### config.mk
export PLATFORM = sky130hd
export DESIGN_NAME = cdf_read_arbiter
export DESIGN_NICKNAME = d
export VERILOG_FILES = /design/src/rtl/cdf_read_arbiter.sv
export SDC_FILE = /design/constraint.sdc
export NUM_CORES = 1
export LEC_CHECK = 0
export CORE_AREA = 5 5 169 171
export DETAILED_ROUTE_END_ITERATION = 8
export DIE_AREA = 0 0 174 176
export GPL_ROUTABILITY_DRIVEN = 0
export PLACE_DENSITY = 0.8
export REMOVE_ABC_BUFFERS = 1
export SLEW_MARGIN = 10
export SYNTH_ARGS = -nofsm -noshare
export SYNTH_HDL_FRONTEND = slang
export SYNTH_SLANG_ARGS = --single-unit
### constraint.sdc
create_clock -name clock -period 5.19 [get_ports clock]
set_input_delay 1.038 -clock clock [delete_from_list [all_inputs] [get_ports clock]]
set_output_delay 1.038 -clock clock [all_outputs]
set_load 0.01 [all_outputs]
### src/rtl/cdf_read_arbiter.sv
// cdf_read_arbiter
//   Shares the single read port of the CDF lookup SRAM between two requesters:
//   requester 0 (output-pipeline CDF fetch) and requester 1 (CDF build/normalise).
//   At most one read is granted per cycle. Each granted read is tracked through
//   the fixed SRAM latency and its data is returned to the requester that issued it.
//   In strict-priority mode a starvation guard forces a requester-1 grant after
//   MAX_WAIT consecutive refused cycles.
//
// Ports
//   clock, reset_n        rising-edge clock, synchronous active-low reset
//   Prio0                 1 = strict priority to req0 (guarded), 0 = round-robin
//   Req0/Req1             level read requests, held until granted
//   Addr0/Addr1           read addresses, sampled only in the grant cycle
//   Gnt0/Gnt1             combinational grants
//   Valid0/Valid1         registered one-cycle return strobes
//   Data0/Data1           registered return data (holds between returns)
//   ReadEnable            SRAM read strobe
//   ReadAddress           SRAM read address (0 when idle)
//   ReadBus               SRAM read data, RD_LAT cycles after ReadEnable
//   Starved               registered one-cycle pulse after a forced req1 grant
module cdf_read_arbiter #(
  parameter int ADDR_W   = 16,
  parameter int DATA_W   = 128,
  parameter int RD_LAT   = 1,
  parameter int MAX_WAIT = 8
) (
  input  logic              clock,
  input  logic              reset_n,
  input  logic              Prio0,
  input  logic              Req0,
  input  logic [ADDR_W-1:0] Addr0,
  output logic              Gnt0,
  output logic              Valid0,
  output logic [DATA_W-1:0] Data0,
  input  logic              Req1,
  input  logic [ADDR_W-1:0] Addr1,
  output logic              Gnt1,
  output logic              Valid1,
  output logic [DATA_W-1:0] Data1,
  output logic              ReadEnable,
  output logic [ADDR_W-1:0] ReadAddress,
  input  logic [DATA_W-1:0] ReadBus,
  output logic              Starved
);

  localparam int WAIT_W = $clog2(MAX_WAIT + 1);
  localparam logic [WAIT_W-1:0] WAIT_MAX = WAIT_W'(MAX_WAIT);

  logic [WAIT_W-1:0] wait_cnt;
  logic              rr_last;
  logic              forced;
  // Latency pipe: bit 0 is the newest stage, bit RD_LAT-1 the output stage.
  logic [RD_LAT-1:0] pipe_vld;
  logic [RD_LAT-1:0] pipe_id;

  always_comb begin
    Gnt0   = 1'b0;
    Gnt1   = 1'b0;
    forced = 1'b0;
    if (reset_n) begin
      if (Req0 && Req1) begin
        if (Prio0) begin
          forced = (wait_cnt == WAIT_MAX);
          Gnt1   = forced;
          Gnt0   = !forced;
        end else begin
          // rr_last names the previous winner; the other requester wins the tie.
          Gnt0 = rr_last;
          Gnt1 = !rr_last;
        end
      end else begin
        Gnt0 = Req0;
        Gnt1 = Req1;
      end
    end
  end

  always_comb begin
    ReadEnable  = Gnt0 | Gnt1;
    ReadAddress = '0;
    if (Gnt0)      ReadAddress = Addr0;
    else if (Gnt1) ReadAddress = Addr1;
  end

  always_ff @(posedge clock) begin
    if (!reset_n) begin
      Valid0   <= 1'b0;
      Valid1   <= 1'b0;
      Data0    <= '0;
      Data1    <= '0;
      Starved  <= 1'b0;
      rr_last  <= 1'b1;
      wait_cnt <= '0;
      pipe_vld <= '0;
      pipe_id  <= '0;
    end else begin
      Starved <= forced;
      if (ReadEnable) rr_last <= Gnt1;

      // Counts in both modes so switching to strict priority sees the true wait.
      if (Req1 && !Gnt1) begin
        if (wait_cnt != WAIT_MAX) wait_cnt <= wait_cnt + 1'b1;
      end else begin
        wait_cnt <= '0;
      end

      pipe_vld <= (pipe_vld << 1) | RD_LAT'(ReadEnable);
      pipe_id  <= (pipe_id << 1)  | RD_LAT'(Gnt1);

      Valid0 <= pipe_vld[RD_LAT-1] && !pipe_id[RD_LAT-1];
      Valid1 <= pipe_vld[RD_LAT-1] &&  pipe_id[RD_LAT-1];
      if (pipe_vld[RD_LAT-1]) begin
        if (pipe_id[RD_LAT-1]) Data1 <= ReadBus;
        else                   Data0 <= ReadBus;
      end
    end
  end

endmodule

**After elaboration in Yosys (flattened, before gate mapping)**

Index checks and enable logic that the tools add are counted.

- Bitwise gates (word level): 2
- Reduce and logical (&&, ||, !) cells: 12
- Equal/unequal tests: 2
- Mux-type cells: 8
- Add/sub/neg operators: 1

Operator list:

| cell | count |
|---|---|
| 2-to-1 mux 16 bit | 2 |
| 2-to-1 mux 1 bit | 6 |
| AND reduction 2 bit | 3 |
| adder 4 x 1 -> 4 bit (second input constant) | 1 |
| equality test 4 bit (second input constant) | 1 |
| logical AND 1 bit | 4 |
| logical NOT 1 bit | 4 |
| inequality test 4 bit (second input constant) | 1 |
| AND reduction 3 bit | 1 |
| inverter 1 bit | 1 |
| OR 1 bit | 1 |

- Register bits: 266
- Output and inout port bits: 278
- Word-level logic and storage cells: 34
- Bits of input ports: 165

**Depth between registers and ports, before layout**

- Depth in word-level cells: 7
- Gate-level depth with buffers: 7
- Mapped depth without buffers: 5

**Worst setup path before layout**

No wires, ideal clock.

- Path type: input to output
- Start point: input Prio0
- End point: output ReadAddress[0]
- Path buffers: 2
- Slack: 2047 ps
- Arrival: 2105 ps
- Cell stages on the path: 5
- Required time: 4152 ps
- Cells stage by stage: buf_2 > nand4b_1 > a21oi_2 > buf_2 > a22o_1

- Longest elaborated chain between the ends: 5
- Elaborated cells on any way between the ends: 8
- Those cells by class: 8 x mux

RTL lines:

| what | RTL line | RTL |
|---|---|---|
| from (decl) | 29 | `input logic Prio0,` |
| 2-to-1 mux 1 bit | 62 | `if (Prio0) begin` |
| 2-to-1 mux 1 bit | 61 | `if (Req0 && Req1) begin` |
| 2-to-1 mux 1 bit | 60 | `if (reset_n) begin` |
| net Gnt1 | 37 | `output logic Gnt1,` |
| 2-to-1 mux 16 bit | 82 | `else if (Gnt1) ReadAddress = Addr1;` |
| 2-to-1 mux 16 bit | 81 | `if (Gnt0) ReadAddress = Addr0;` |
| to (decl) | 41 | `output logic [ADDR_W-1:0] ReadAddress,` |

The timed path passes the listed nets, and every way through them passes these cells.

**Worst setup path after layout**

- Start point: input Prio0
- End point: output ReadAddress[8]

- Longest elaborated chain between the ends: 5
- Elaborated cells on any way between the ends: 8
- Those cells by class: 8 x mux

RTL lines:

| what | RTL line |
|---|---|
| 2-to-1 mux 1 bit | 62 |
| 2-to-1 mux 1 bit | 61 |
| 2-to-1 mux 1 bit | 60 |
| 2-to-1 mux 16 bit | 82 |
| 2-to-1 mux 16 bit (*) | 81 |

Mark *: on every way between the ends. The rest lies on a longest branch, timed or not.

==> results.sh <==
export IMPL_antenna_diode_count=0
export IMPL_first_iter_violations=547
export IMPL_fin_tns_setup_ns=0
export IMPL_fp_row_count=60
export IMPL_tightest_slew_ns=1.19
export IMPL_peakVddDrop_mv=0.254
export IMPL_fmax_ghz=0.226
export IMPL_htree_levels=1
export IMPL_crit_path_top_delay_cell="clkdlybuf4s50_1"
export IMPL_synth_seq_cells=266
export IMPL_crit_cells=5
export IMPL_cp_end_kind="output pin"
export IMPL_routedWlPerCell_microns=16.8
export IMPL_setup_violations_final=0
export IMPL_syn_area_per_cell_sq_um=8.45
export IMPL_p_per_area_nw_per_um2=308
export IMPL_cts_made_buffers=28
export IMPL_ys_types=32
export IMPL_slowest_delay_ns=0.68
export IMPL_power_leakage_nw=5.43
export IMPL_synth_cells=1179
export IMPL_grt_max_degree=147
export IMPL_crit_top_cell="clkdlybuf4s50_1"
export IMPL_period_share_pct=85.4
export IMPL_grt_ovfl_total=0
export IMPL_viasPerCell=4.81
export IMPL_drive_gt1_share_pct=3.46
export IMPL_drc_errors=0
export IMPL_die_area_sq_um=30600
export IMPL_yosysSeqAreaShare_pct=53.5
export IMPL_r2r_cells=4
export IMPL_grt_setup_unrepaired="false"
export IMPL_cts_setup_buffers=0
export IMPL_grt_pass1_wl_microns=49800
export IMPL_yosysWarnings=0
export IMPL_start_util_pct=37.3
export IMPL_period_minus_slack_ns=4.43
export IMPL_required_ns=4.15
export IMPL_start_kind="input pin"
export IMPL_hold_buffers=0
export IMPL_ant_nets=0
export IMPL_area_delta_synth_final_pct=55.0
export IMPL_antenna_found_initial=0
export IMPL_cts_buffer_depth=3
export IMPL_io_pins=443
export IMPL_slew_headroom_pct=20.3
export IMPL_clock_latency_ns=0.53
export IMPL_criticalPathCategory="in -> out"
export IMPL_final_hold_violation_count=0
export IMPL_cp_top_family="buffers and inverters"
export IMPL_root_buffer="clkbuf_16"
export IMPL_synth_top_area_share_pct=53.5
export IMPL_path_max_fanout=17
export IMPL_chipWidth_microns=174
export IMPL_num_nets_final=1736
export IMPL_synth_cell_area_sq_um=9960
export IMPL_firstDrtPassIters=5
export IMPL_fin_worst_skew_ns=0.00981
export IMPL_hold_path_depth=2
export IMPL_place_hpwl_microns=22100
export IMPL_cts_resized=0
export IMPL_cts_sink_count=266
export IMPL_grt_total_usage_pct=19.7
export IMPL_status="complete, no violations"
export IMPL_hp_class="reg -> reg"
export IMPL_cp_num_buf_inv=2
export IMPL_finalMaxSlewViolations=0
export IMPL_synth_area_leaders="dfxtp_1, nand2_1, a21boi_0"
export IMPL_cts_tree="done"
export IMPL_clk_pin_slew_worst_paths_ns=0.06
export IMPL_yosysTopAreaCell="dfxtp_1"
export IMPL_maxCapViolations=0
export IMPL_cp_arrival_ns=3.40
export IMPL_core_sq_um=26700
export IMPL_die_height_microns=176
export IMPL_fin_hold_ws_ns=0.449
export IMPL_via_count=9279
export IMPL_grt_pass1_vias=9237
export IMPL_portBuffers=442
export IMPL_worstPathCellList="clkdlybuf4s50_1 > nor3b_1 > a311oi_4 > a22o_1 > clkdlybuf4s50_1"
export IMPL_drt_wl_total_microns=32400
where the power goes:
group	total [mW]	switching, mW	internal [mW]
logic	0.610	0.274	0.336
clock network	1.98	0.793	1.18
registers	2.17	0.0417	2.12
cell usage in the layout, fill, tap and decap left out, drive strengths merged, types with 2 or more instances in the layout:
cell type	count
o21a	3
nand2	515
buf	9
a21oi	5
nor3b	2
clkbuf	48
dfxtp	266
a21boi	256
nand2b	2
ha	2
clkdlybuf4s50	441
nand3b	2
nand3	2
a22o	16
inv	3
and2	3
metal layers:
metal	track usage (%)	share of wire, %	vias to the layer above
li1	-	-	4584
met1	21.7	38	4289
met2	35.9	50	338
met3	6.32	8.3	68
met4	6.70	3.5	0
met5	0	0	-
tightest hold or removal path: stages, from the launching register on:
cell	delay (ns)
dfxtp_1	0.31
nand2_1	0.05
a21boi_1	0.05
through the flow:
stage	power [mW]	utilization [%]	instances	worst slack (ns)	instance area (sq um)
2_1_floorplan	2.42	-	1089	0.296	9580
3_3_place_gp	2.81	54.3	1880	0.779	14500
3_5_place_dp	2.82	54.3	1880	0.742	14500
4_1_cts	4.81	57.7	1930	0.714	15400
5_1_grt	4.94	57.7	1930	0.648	15400
6_report	4.75	57.7	1930	0.757	15400
flip-flops by register name (all words and copies together), names as in the netlist:
name,cells
Valid0,1
Data1,128
pipe_id,1
Data0,128
pipe_vld,1
wait_cnt,4
rr_last,1
Valid1,1
Starved,1
cells in the mapped netlist:
library cell and instances:
nand2b_2 1, or2_0 1, xnor2_1 1, and2_1 3, nor3b_1 2, and3b_1 1, nand4b_1 1, nor3_1 1
nand3b_1 2, nand3_1 2, inv_1 3, a21oi_1 4, buf_6 2, o21ai_0 1, ha_1 2, dfxtp_1 266
a22o_1 16, xor2_1 1, and3_1 1, clkbuf_1 69, a311oi_4 1, a21boi_0 208, nor2_1 1, a21boi_1 48
nand2b_1 1, nor2b_1 1, o21a_1 3, o2111ai_1 1, a21oi_2 1, buf_1 3, nand2_1 515, buf_2 16
worst paths after layout:
path	start	end	slack, ns
setup / recovery	Prio0	ReadAddress[8]	0.76
setup reg to reg	pipe_vld	Data1[125]	2.79
hold / removal	Data0[116]	Data0[116]	0.45
hold reg to reg	Data0[116]	Data0[116]	0.45
cells by family after synthesis:
logic type               count (synthesis)  synth area share [%]
AO/OA/AOI/OAI                          283                  21.6
XOR/XNOR                                 2                 0.176
flip-flops                             266                  53.5
buffers and inverters                   93                  3.86
AND/OR/NAND/NOR                        533                  20.6
adder cells (fa/ha/maj)                  2                 0.251
layout make-up:
cell class | instances | area [sq um]
Timing Repair Buffer | 450 | 4480
Inverter | 3 | 11.3
Clock buffer | 48 | 877
Tap cell | 341 | 427
Fill cell | 2341 | 11300
Clock inverter | 2 | 35.0
Multi-Input combinational cell | 820 | 4270
Sequential cell | 266 | 5330
(Power assumes the default switching activity.)
